==> config.mk <==
export PLATFORM = sky130hd
export DESIGN_NAME = instr_prefetch
export DESIGN_NICKNAME = d
export VERILOG_FILES = /design/src/rtl/instr_prefetch.sv
export SDC_FILE = /design/constraint.sdc
export NUM_CORES = 1
export LEC_CHECK = 0
export BUFFER_PORTS_ARGS = -buffer_cell sky130_fd_sc_hd__buf_2
export CAP_MARGIN = 20
export CORE_MARGIN = 3
export CORE_UTILIZATION = 35
export DETAILED_ROUTE_END_ITERATION = 10
export SETUP_SLACK_MARGIN = 0.2
export SKIP_LAST_GASP = 1
export SYNTH_ARGS = -nofsm -noshare
export SYNTH_HDL_FRONTEND = slang
export SYNTH_SLANG_ARGS = --single-unit
==> constraint.sdc <==
create_clock -name clk -period 9.98 [get_ports clk]
set_clock_uncertainty 0.15 [all_clocks]
set_input_delay 1.996 -clock clk [delete_from_list [all_inputs] [get_ports clk]]
set_output_delay 1.996 -clock clk [all_outputs]
set_load 0.01 [all_outputs]
==> src/rtl/instr_prefetch.sv <==
// Instruction prefetch queue: fetches sequential words from instruction
// memory into a small circular buffer, with branch redirect and flush.
module instr_prefetch #(
   parameter int          DEPTH    = 4,
   parameter logic [31:0] RESET_PC = 32'h0
) (
   input  logic        clk,
   input  logic        rst,
   output logic        mem_req,
   output logic [31:0] mem_adr,
   input  logic [31:0] mem_rdata,
   input  logic        mem_done,
   output logic        out_valid,
   output logic [31:0] out_instr,
   output logic [31:0] out_pc,
   input  logic        out_ready,
   input  logic        redirect,
   input  logic [31:0] redirect_pc
);

   localparam int          AW   = $clog2(DEPTH);
   localparam logic [AW:0] FULL = (AW+1)'(DEPTH);

   typedef enum logic [1:0] {IDLE, WAIT, DROP} state_t;

   state_t        state;
   state_t        state_nx;
   logic [31:0]   fetch_pc;
   logic [AW-1:0] head;
   logic [AW-1:0] tail;
   logic [AW:0]   count;
   logic [31:0]   q_pc    [DEPTH];
   logic [31:0]   q_instr [DEPTH];
   logic          push;
   logic          pop;

   // At most one request is outstanding, so in IDLE the issue rule
   // reduces to a free slot in the queue.
   always_comb begin
      state_nx = state;
      push     = 1'b0;
      unique case (state)
         IDLE: begin
            if (!redirect && count < FULL)
               state_nx = WAIT;
         end
         WAIT: begin
            if (mem_done) begin
               state_nx = IDLE;
               push     = !redirect;
            end else if (redirect) begin
               state_nx = DROP;
            end
         end
         DROP: begin
            if (mem_done)
               state_nx = IDLE;
         end
         default: state_nx = IDLE;
      endcase
   end

   assign pop       = out_valid && out_ready && !redirect;
   assign mem_req   = (state == WAIT);
   assign mem_adr   = fetch_pc;
   assign out_valid = (count != '0);
   assign out_pc    = q_pc[head];
   assign out_instr = q_instr[head];

   // FSM state register
   always_ff @(posedge clk or posedge rst) begin
      if (rst)
         state <= IDLE;
      else
         state <= state_nx;
   end

   // Fetch address: redirect wins, otherwise advance on each accepted word
   always_ff @(posedge clk or posedge rst) begin
      if (rst)
         fetch_pc <= RESET_PC;
      else if (redirect)
         fetch_pc <= redirect_pc & 32'hFFFF_FFFC;
      else if (push)
         fetch_pc <= fetch_pc + 32'd4;
   end

   // Queue pointers and occupancy; redirect flushes everything
   always_ff @(posedge clk or posedge rst) begin
      if (rst) begin
         head  <= '0;
         tail  <= '0;
         count <= '0;
      end else if (redirect) begin
         head  <= '0;
         tail  <= '0;
         count <= '0;
      end else begin
         if (push)
            tail <= tail + AW'(1);
         if (pop)
            head <= head + AW'(1);
         unique case ({push, pop})
            2'b10:   count <= count + (AW+1)'(1);
            2'b01:   count <= count - (AW+1)'(1);
            default: count <= count;
         endcase
      end
   end

   // Entry storage written at the tail; head is read straight from here
   always_ff @(posedge clk or posedge rst) begin
      if (rst) begin
         for (int i = 0; i < DEPTH; i++) begin
            q_pc[i]    <= '0;
            q_instr[i] <= '0;
         end
      end else if (push) begin
         q_pc[tail]    <= fetch_pc;
         q_instr[tail] <= mem_rdata;
      end
   end

endmodule

==> metrics <==
Top-Level Pins 167; area of the multi-input gates ~0.0054 mm^2; Worst setup SP type register; Port Buffers 160; Setup Viol. Count Final 0; initial antenna violation count 3; post-synthesis adder-cell area fraction 0.006395; multiplexer share of the synthesized area 0.3111; Clock Pin Slew Worst Setup and Hold Paths around 0.06 ns; Die H 198.1 um; Post-synth EDFFs 0; WS Path Type register to output pin; drt first-iter violations 305; TritonCTS clock tree done; compound-cell area share of the yosys netlist 0.02190; WP data required ~7.8 ns; Static Leakage 7.173 nW; HPWL after detailed placement 18.18 mm; main combinational cell family by area after synthesis multiplexers; crit path capture type output pin; vias in the first global route around 8300; Fin Setup TNS 0 ns; layout cell share with drive strength beyond 1 0.5057; Pre-antenna DRT Iters 7; Hold Crit Class register to register; Routed WL per cell 19.99 um; Post-Layout Cell Count 1511; first-pass GRT wire length 47.89 mm; n_diodes 0; DRT Wirelength 30.21 mm; most frequent cells in the layout dfrtp_1 (285), mux2_2 (231), buf_2 (160); Avg Cell Area, Syn 14.59 um^2; Async SR Flop Fraction 1.000; Final Max Slew Viols 0; Post-Place Cells 1448; largest net degree at the start of global routing 178; post-synthesis instance total 885; relative slew slack 0.3195; Core ar. 0.03600 mm^2; commonest non-fill, non-tap cell in the layout dfrtp_1; Synth warnings 0; CTS buffer count 35; synth unique cells 48; Synth Area in Simple Gates 0.05194; total grt overflow 0; Area growth, synth to finish 17.99%; Worst-Margin Slew 1.021 ns; Avg Vias per Cell 5.113; Chip Width 198.1 um; Final Cycle Share 0.5112; Seq/Total Area, Yosys 0.5562; crit-path cells buf_4 -> mux4_2 -> buf_2; prevailing post-synth register cell dfrtp_1; RD Place Congestion ~0.74; clock sinks between 200 and 300; gr usage total 0.1559; CP peak stage delay 0.84 ns; DRC Markers 0; Final Hold Vio Count 0; flops & latches, synth 287; unrepaired setup endpoints after global routing no; layout net count 1102; # hold bufs at CTS 0; max-capacitance violation count 0; full die area 0.03923 mm^2; clock root buffer clkbuf_16; post-route setup slack between 4 and 5 ns; Clock Latency Late Sink 0.51 ns; FILL cells roughly 3300; VDD IR-drop max around 0.15 mV; Worst path slowest cell dfrtp_4; xor/xnor share of the synthesized area 0.02035; Final min period 5.102 ns; outcome finished clean; PwrDens 262.9 mW/mm^2; Post-CTS Repair Setup Buffers 0; Synth Cell Area 0.01291 mm^2; post-cts resize count 0; CP arrival 2.96 ns; H-tree depth 2; antenna violation net count after detailed routing 0; Initial Util 0.3587; register cell area after layout 0.007189 mm^2; Max Root-Sink Buffers 3; vias approximately 7700; dpl ws 5.013 ns; fmax 196.0 MHz; worst-path maximum fanout 36; Row Count 69
metal layers:
metal,share of wire,wire [um],GRT usage
met1,0.46,13880,0.2115
met2,0.46,13850,0.2476
met3,0.061,1850,0.04475
met4,0.019,580,0.04142
met5,0.0014,43,0
cells by family (layout without fill, tap and decap cells):
group,after synthesis,in the layout
buf+inv,78,240
xor+xnor,30,30
simple gates,136,136
compound gates,52,52
other cells,1,4
flops,287,287
fa+ha+maj,6,6
mux,295,295
Yosys cell counts (all sizes together) (3+ instances only):
cell / instances / area share
nor2b: 5 / 0.0024
nor3: 5 / 0.0019
nand4: 8 / 0.0039
dfrtp: 287 / 0.56
nand3: 15 / 0.0058
nor2: 18 / 0.0052
xor2: 12 / 0.0081
mux4: 62 / 0.11
or4: 3 / 0.0020
xnor2: 18 / 0.012
clkbuf: 33 / 0.011
nor4: 6 / 0.0041
nand2: 64 / 0.019
buf: 34 / 0.016
ha: 5 / 0.0048
inv: 9 / 0.0026
mux2: 231 / 0.20
o21ai: 45 / 0.017
power by group:
| part | internal (mW) | switching [mW] | total, mW |
|---|---|---|---|
| clock | 0.775 | 0.478 | 1.25 |
| combinational | 0.631 | 0.483 | 1.11 |
| sequential | 1.44 | 0.200 | 1.64 |
cell type report:
type                            instances  area share
Inverter                                9    0.002464
Timing Repair Buffer                  171     0.06077
Tap cell                              461     0.03786
Sequential cell                       287      0.4719
Clock inverter                          4    0.003121
Clock buffer                           56     0.07202
Multi-Input combinational cell        523      0.3519
critical path: cells and delay by family (launching register included):
kind | cells | cell delay (ns)
buffers and inverters | 2 | 0.93
flip-flops | 1 | 0.84
multiplexers | 1 | 0.62
final timing paths:
path,from,end,slack (ns),cells past startpoint
max,head[0],out_instr[25],4.88,3
min,q_pc[126],q_pc[126],0.32,2
max reg2reg,state[1],q_instr[67],6.73,5
min reg2reg,q_pc[126],q_pc[126],0.32,2
max in group asynchronous,rst,q_pc[91],6.96,4
min in group asynchronous,rst,q_pc[115],1.23,2
metrics by stage:
| step | cell area (um^2) | total power, mW | hold WS [ns] | util |
|---|---|---|---|---|
| 3_5_place_dp | 14040 | 2.802 | 0.3188 | 0.3899 |
| 4_1_cts | 15180 | 4.081 | 0.3306 | 0.4218 |
| 2_1_floorplan | 12930 | 2.389 | 0.2946 | - |
| 3_3_place_gp | 14040 | 2.769 | 0.3076 | 0.3899 |
| 6_report | 15240 | 4.006 | 0.3241 | 0.4232 |
| 5_1_grt | 15240 | 4.250 | 0.3540 | 0.4232 |
sequential cells by signal, indices dropped and copies added, names as in the netlist:
name,count
q_pc,120
count,3
q_instr,128
head,2
tail,2
state,2
mem_adr,30
No activity file was read; power rests on OpenSTA's default activity.
